$ cat config.mk
export PLATFORM = sky130hd
export DESIGN_NAME = mc_controller
export DESIGN_NICKNAME = d
export VERILOG_FILES = /design/src/rtl/mc_controller.sv
export SDC_FILE = /design/constraint.sdc
export NUM_CORES = 1
export LEC_CHECK = 0
export BUFFER_PORTS_ARGS = -buffer_cell sky130_fd_sc_hd__buf_2
export CORE_ASPECT_RATIO = 1.2
export CORE_MARGIN = 5
export CORE_UTILIZATION = 49
export CTS_CLUSTER_SIZE = 30
export DETAILED_ROUTE_END_ITERATION = 16
export GPL_TIMING_DRIVEN = 0
export PLACE_DENSITY_LB_ADDON = 0.08
export REMOVE_ABC_BUFFERS = 1
export SLEW_MARGIN = 20
export SYNTH_ARGS = -nofsm -noshare
export SYNTH_HDL_FRONTEND = slang
export SYNTH_SLANG_ARGS = --single-unit
$ cat constraint.sdc
create_clock -name clk -period 2.08 [get_ports clk]
set_input_delay 0.312 -clock clk [delete_from_list [all_inputs] [get_ports clk]]
set_output_delay 0.312 -clock clk [all_outputs]
set_load 0.02 [all_outputs]
$ cat src/rtl/mc_controller.sv
// Multicycle main controller for the MIPS-subset datapath.
// Moore outputs are registered; handshake/flag-gated strobes are combinational.
module mc_controller #(
  parameter int STATE_W = 4
) (
  input  logic               clk,
  input  logic               reset_n,
  input  logic [5:0]         op,
  input  logic               zero,
  input  logic               mem_ready,
  output logic               mem_read,
  output logic               mem_write,
  output logic               iord,
  output logic               irwrite,
  output logic               regdst,
  output logic               memtoreg,
  output logic               regwrite,
  output logic               alusrca,
  output logic [1:0]         alusrcb,
  output logic [1:0]         aluop,
  output logic [1:0]         pcsrc,
  output logic               pcen,
  output logic               instr_done,
  output logic               illegal_op,
  output logic [STATE_W-1:0] state_dbg
);

  typedef enum logic [3:0] {
    FETCH  = 4'd0,
    DECODE = 4'd1,
    MEMADR = 4'd2,
    MEMRD  = 4'd3,
    MEMWB  = 4'd4,
    MEMWR  = 4'd5,
    EXEC   = 4'd6,
    ALUWB  = 4'd7,
    BRANCH = 4'd8,
    ADDIEX = 4'd9,
    ADDIWB = 4'd10,
    JUMP   = 4'd11
  } state_t;

  typedef struct packed {
    logic       mem_read;
    logic       mem_write;
    logic       iord;
    logic       regdst;
    logic       memtoreg;
    logic       regwrite;
    logic       alusrca;
    logic [1:0] alusrcb;
    logic [1:0] aluop;
    logic [1:0] pcsrc;
    logic       pcen;
    logic       done;
  } moore_t;

  state_t state;
  state_t nxt;
  state_t dec_nxt;
  moore_t mo;

  logic is_lw, is_sw, is_r;
  logic is_beq, is_addi, is_j;
  logic is_legal;

  assign is_lw    = (op == 6'b100011);
  assign is_sw    = (op == 6'b101011);
  assign is_r     = (op == 6'b000000);
  assign is_beq   = (op == 6'b000100);
  assign is_addi  = (op == 6'b001000);
  assign is_j     = (op == 6'b000010);
  assign is_legal = is_lw | is_sw | is_r
                  | is_beq | is_addi | is_j;

  always_comb begin
    dec_nxt = FETCH;
    unique case (1'b1)
      is_lw, is_sw: dec_nxt = MEMADR;
      is_r:         dec_nxt = EXEC;
      is_beq:       dec_nxt = BRANCH;
      is_addi:      dec_nxt = ADDIEX;
      is_j:         dec_nxt = JUMP;
      default:      dec_nxt = FETCH;
    endcase
  end

  always_comb begin
    nxt = FETCH;
    unique case (state)
      FETCH:   nxt = mem_ready ? DECODE : FETCH;
      DECODE:  nxt = dec_nxt;
      MEMADR:  nxt = is_lw ? MEMRD : MEMWR;
      MEMRD:   nxt = mem_ready ? MEMWB : MEMRD;
      MEMWR:   nxt = mem_ready ? FETCH : MEMWR;
      EXEC:    nxt = ALUWB;
      ADDIEX:  nxt = ADDIWB;
      default: nxt = FETCH;
    endcase
  end

  function automatic moore_t moore(state_t s);
    moore_t m;
    m = '0;
    unique case (s)
      FETCH: begin
        m.mem_read = 1'b1;
        m.alusrcb  = 2'b01;
      end
      DECODE: m.alusrcb = 2'b11;
      MEMADR, ADDIEX: begin
        m.alusrca = 1'b1;
        m.alusrcb = 2'b10;
      end
      MEMRD: begin
        m.mem_read = 1'b1;
        m.iord     = 1'b1;
      end
      MEMWB: begin
        m.regwrite = 1'b1;
        m.memtoreg = 1'b1;
        m.done     = 1'b1;
      end
      MEMWR: begin
        m.mem_write = 1'b1;
        m.iord      = 1'b1;
      end
      EXEC: begin
        m.alusrca = 1'b1;
        m.aluop   = 2'b10;
      end
      ALUWB: begin
        m.regwrite = 1'b1;
        m.regdst   = 1'b1;
        m.done     = 1'b1;
      end
      BRANCH: begin
        m.alusrca = 1'b1;
        m.aluop   = 2'b01;
        m.pcsrc   = 2'b01;
        m.done    = 1'b1;
      end
      ADDIWB: begin
        m.regwrite = 1'b1;
        m.done     = 1'b1;
      end
      JUMP: begin
        m.pcsrc = 2'b10;
        m.pcen  = 1'b1;
        m.done  = 1'b1;
      end
      default: m = '0;
    endcase
    return m;
  endfunction

  // Outputs are precomputed from the next state so they line up with it.
  always_ff @(posedge clk or negedge reset_n) begin
    if (!reset_n) begin
      state <= FETCH;
      mo    <= moore(FETCH);
    end else begin
      state <= nxt;
      mo    <= moore(nxt);
    end
  end

  assign mem_read  = mo.mem_read;
  assign mem_write = mo.mem_write;
  assign iord      = mo.iord;
  assign regdst    = mo.regdst;
  assign memtoreg  = mo.memtoreg;
  assign regwrite  = mo.regwrite;
  assign alusrca   = mo.alusrca;
  assign alusrcb   = mo.alusrcb;
  assign aluop     = mo.aluop;
  assign pcsrc     = mo.pcsrc;

  assign irwrite    = (state == FETCH) & mem_ready;
  assign illegal_op = (state == DECODE) & ~is_legal;
  assign pcen       = mo.pcen
                    | ((state == FETCH) & mem_ready)
                    | ((state == BRANCH) & zero);
  assign instr_done = mo.done | illegal_op
                    | ((state == MEMWR) & mem_ready);
  assign state_dbg  = STATE_W'(state);

endmodule

Yosys cells after proc, flatten, opt, wreduce, memory -nomap -nowiden
Cells that the tools add are included.
- bits in registers: 19
- output and inout bits: 21
- word-level logic and storage cells: 78
- equality and inequality tests: 23
- muxes and demuxes: 18
- bitwise operators: 14
- reduce and logical (&&, ||, !) cells: 10
- operators with widths (operator ; number):
    4-bit case mux with 7 select lines ; 1
    4-bit by 3-bit == test with 1-bit output (second input constant) ; 6
    4-bit == test (second input constant) ; 6
    4-bit case mux with 5 select lines ; 1
    4-bit by 2-bit == test with 1-bit output (second input constant) ; 4
    6-bit == test (second input constant) ; 2
    1-bit two-way mux ; 10
    3-bit two-way mux ; 3
    1-bit OR ; 9
    4-bit by 1-bit == test with 1-bit output (second input constant) ; 2
    4-bit logical NOT ; 2
    2-bit case mux with 2 select lines ; 2
    2-bit OR reduction ; 4
    6-bit by 2-bit == test with 1-bit output (second input constant) ; 1
    6-bit by 3-bit == test with 1-bit output (second input constant) ; 1
    6-bit by 4-bit == test with 1-bit output (second input constant) ; 1
    6-bit logical NOT ; 1
    2-bit case mux with 3 select lines ; 1
    5-bit OR reduction ; 1
    1-bit bitwise AND ; 4
    4-bit OR reduction ; 1
    3-bit OR reduction ; 1
    1-bit inverter ; 1

Longest topological paths before layout
- word-level depth: 10
- depth in mapped cells: 7

Worst setup path after synthesis
No wires, ideal clock.
- kind: register to output
- from: register state[1], in the netlist state_dbg[1]
- to: output port instr_done
- data arrival time: 1.727 ns
- required time: 1.768 ns
- path slack: 0.041 ns
- stages on the path, launching flop included: 6
- path buffers: 1
- path through: dfrtp_1 -> buf_6 -> nor3b_2 -> nand3_1 -> a21oi_1 -> a311o_1
- cells in the longest elaborated chain, start to end: 4
- elaborated cells between the ends (all ways): 6
- classes of those cells: eq/ne (2); bitwise (4)
- ends and longest elaborated chain (item ; RTL line ; text):
    start: declaration ; 58 ; state_t state;
    start signal: assignment ; 163 ; state <= nxt;
    4-bit by 1-bit == test with 1-bit output ; 180 ; assign illegal_op = (state == DECODE) & ~is_legal;
    1-bit bitwise AND ; 180 ;
    named net illegal_op ; 24 ; output logic illegal_op,
    1-bit OR ; 184 ; assign instr_done = mo.done | illegal_op
    1-bit OR ; 185 ; | ((state == MEMWR) & mem_ready);
    end: declaration ; 23 ; output logic instr_done,
The timed path passes the listed nets, and every way through them passes these cells.

Worst setup path in the final report
- from: register state[2], in the netlist state_dbg[2]
- to: output port instr_done
- cells in the longest elaborated chain, start to end: 4
- elaborated cells between the ends (all ways): 6
- classes of those cells: eq/ne (2); bitwise (4)
- ends and longest elaborated chain (item ; RTL line):
    4-bit by 1-bit == test with 1-bit output ; 180
    1-bit bitwise AND ; 180
    1-bit OR ; 184
    1-bit OR (*) ; 185
Every way passes the cells marked *; elsewhere a longest branch is shown, timed or not.

==> run summary <==
Clock tree synthesis selected as its root buffer the cell clkbuf_4. The clock skew is about 0.0015 ns. The library cells used most frequently in the layout, excluding fill and tap cells, are buf_2 (30), dfrtp_1 (13), nor2_1 (7). Combinational cells account for about two fifths of the total power. The number of nets at the end of the flow came out at about 130. The synthesized area per cell is 10.6 um^2. The delay of the slowest critical-path stage is 0.50 ns. Synthesis produced a netlist whose cell count is 91. Across all hold checks on the routed design, the worst slack comes to 0.397 ns. The clock network fraction of total power is between 10% and 20%. For this design the total switching power over the nets is a little under 400 uW. The routed length on met2 is ~990 um.

The final cell utilization of the core is about three fifths. The routed wire length came out at slightly below 2000 um. The cell row count came out at 17. The top-level port count came out at 31. The kind of start point of the critical path is a register.

The final antenna-violating net count is 0. The clock reaches the later pin of the worst-skew pair after 0.29 ns. Setup repair after global routing left no endpoint under its margin.

At the end of routability-driven placement, the weighted congestion stood at ~0.77. The count of final max-slew check failures came out at 0. The most common library cell in the layout ignoring fill and taps is buf_2. The largest vdd supply drop came out at approximately 0.00063 V. The count of synthesis-stage warnings from yosys is 0.

The cell-internal power came out at a little under 700 uW. The number of clock sinks came out at 18. In the final routing, the length of wire on met1 measures around 800 um. The final setup TNS is 0 ns. TritonCTS built the clock tree. The post-detailed-route wirelength per cell came out at approximately 14 um. Of all nets on the critical path, the largest fanout is 11. The power density over cell area is about 950 nW/um^2. The filler-free cell count of the finished design came out at about 140. The final count of hold timing violations is 0. In this run the deepest clock path goes through 2 buffers.

For the pin with the worst max-slew slack, the measured transition is between 0.3 and 0.4 ns. After clock tree synthesis, the clock-pin slew on the worst setup and hold paths is 0.09 ns. From left edge to right edge, the die measures around 51 um.

The cell with the largest stage delay on the worst path is dfrtp_2. Setup violations remaining at the end of the flow were counted as 0. The most used flip-flop cell after synthesis is dfrtp_1. The residual overflow from global routing is 0. The sequential fraction of design power came out at 41.6%. The worst setup path is captured at an output pin. Sorting the synthesized cells by area gives the leading types as dfrtp_1 (41%), buf_4 (5.4%), dfstp_2 (5.4%), nor2_1 (2.7%), o221ai_4 (2.7%). The number of cells after detailed placement is 131.

In the routed design, unresolved DRC markers number 0. The post-synthesis async set-or-reset flop share came out at 100%. The number of global-route vias before repair is 719. The count of different cell masters after synthesis came out at 40. Summed over all nets, the half-perimeter wirelength after detailed placement is 1510 um.

In this run the top signal layer used is met4. The number of buffers inserted by port buffering came out at 30. The static leakage is ~0.00058 uW. The max-cap violation count is 0. For this configuration, the core starts out at a cell density of 51.7%. The cell area after placement is 1070 um^2. The number of synthesized flops with an enable pin is 0. The upper clock frequency limit is roughly 510 MHz.

The final critical delay including setup and external delays came out at slightly below 2 ns. Data arrives at the worst endpoint at 1.65 ns. The routed design uses between 100 and 150 um of met3 wire. The share of post-route cells with drive strength above 1 is 45.8%. In the routed layout, each cell is associated on average with a via count of approximately 5.6. The number of H-tree levels is 1. The post-route fraction of the period consumed by the critical path is a little over nine tenths. The register area share after synthesis is a little under half.

The standard cell core area is between 1500 and 2000 um^2. The first-pass GRT wire length is approximately 3200 um. The overall track demand over capacity in global routing came out at between 10% and 20%.

The flow ran to the end, and the final reports show no timing, DRC or antenna violations. The worst setup path is of the register to output pin kind. The area growth from synthesis to layout came out at 17.4%. The total die area came out at 2970 um^2. The vias after detailed routing came out at approximately 760. The post-synthesis cell type with the largest combined area is dfrtp_1. The number of diodes added for antenna fixing is 0. Traced cell by cell, the critical path runs through nor3b_4 > nand3_1 > a21oi_1 > a311o_1 > buf_2. The die extent in y is approximately 59 um.

The fraction of synthesized cell area taken by the top area cell type came out at between 40% and 50%. The data required time of the worst path came out at ~1.8 ns. The number of antenna violations at the first check in global routing is 0. The final design area excluding fillers is 1140 um^2. The total of flip-flops plus latches after synthesis came out at 18. In this run switching power makes up between 30% and 40% of total power. The worst slew margin relative to its limit came out at around 75%. In this run the cell area of the synthesized design comes to slightly below 1000 um^2. The first TritonRoute pass finished after 4 iterations. The largest net degree at the start of global routing came out at 19.

The worst hold path belongs to the class input pin to register. The number of buffers inserted during clock tree synthesis is 3. The first-iteration detailed-routing DRC count came out at 22.
==> routing by layer <==
metal	track usage [%]	up-vias
met1	17.3	366
met4	4.38	0
met5	0	-
met2	23.0	22
li1	-	373
met3	2.78	2
==> flip-flops by register name (all words and copies together) (netlist names) <==
| register | count |
|---|---|
| memtoreg | 1 |
| iord | 1 |
| alusrca | 1 |
| state_dbg | 4 |
| alusrcb | 2 |
| mem_write | 1 |
| regdst | 1 |
| mo | 2 |
| aluop | 2 |
| pcsrc | 1 |
| regwrite | 1 |
| mem_read | 1 |
==> per-stage QoR <==
stage / worst slack [ns] / power (uW)
5_1_grt: 0.0151 / 1140
6_report: 0.122 / 1080
4_1_cts: 0.0650 / 1080
3_3_place_gp: 0.211 / 851
3_5_place_dp: 0.199 / 855
2_1_floorplan: 0.0744 / 723
==> repair_timing <==
action / CTS / global route
hold endpoints to repair: 16 / 0
gates resized for setup: 1 / 3
pin swaps: 1 / 0
hold buffers: 1 / 0
buffers inserted: 1 / 0
endpoints found under the setup margin: 1 / 1
==> layout make-up <==
type | instances | area (um^2)
multi-input combinational | 60 | 438
clock buffer | 4 | 36.3
inverter | 4 | 15.0
sequential | 18 | 457
timing repair buffer | 32 | 168
fill | 172 | 734
tap | 19 | 23.8
==> power groups by stage <==
stage | Combinational (uW) | Clock (uW) | Sequential, uW
detailed placement | 406 | 0 | 450
floorplan | 216 | 0 | 507
CTS | 427 | 211 | 446
global placement | 402 | 0 | 448
finish | 422 | 207 | 449
global route | 462 | 225 | 457
==> worst paths after layout <==
path                         startpoint    endpoint  slack [ns]  cells past startpoint
max in group asynchronous       reset_n    mem_read        1.31                      2
setup / recovery           state_dbg[2]  instr_done        0.12                      5
min in group asynchronous       reset_n    aluop[1]        0.46                      2
setup reg to reg           state_dbg[2]       mo[0]        0.37                      7
hold / removal                mem_ready        iord        0.40                      4
hold reg to reg            state_dbg[3]        iord        0.61                      1
==> synth_stat cells (2+ instances only) <==
| cell type | count |
|---|---|
| nand2b_1 | 3 |
| dfstp_2 | 2 |
| buf_4 | 7 |
| and3_1 | 2 |
| o41ai_1 | 2 |
| xor2_1 | 2 |
| nand3_1 | 3 |
| nand2_1 | 5 |
| a21o_1 | 3 |
| nor2_1 | 7 |
| nand3b_1 | 2 |
| o21ai_0 | 2 |
| or3_4 | 2 |
| inv_1 | 3 |
| a21oi_1 | 5 |
| nor3_2 | 2 |
| dfrtp_1 | 16 |
==> cell families (layout without fill, tap and decap cells) <==
group                  Yosys count  after routing  share of synthesized area, %
flip-flops                      18             18                          46.8
AO/OA/AOI/OAI                   21             21                          18.2
buffers and inverters           13             40                          8.66
AND/OR/NAND/NOR                 36             36                          23.6
XOR/XNOR                         3              3                          2.71
==> critical path, delay by kind of cell, from the launching register on <==
kind                   cells  cell delay, ns
AOI/OAI and AO/OA          2            0.34
buffers and inverters      1            0.16
DFF                        1            0.50
and+or+nand+nor            2            0.34
Note: power is estimated with default switching activity, not from simulation.
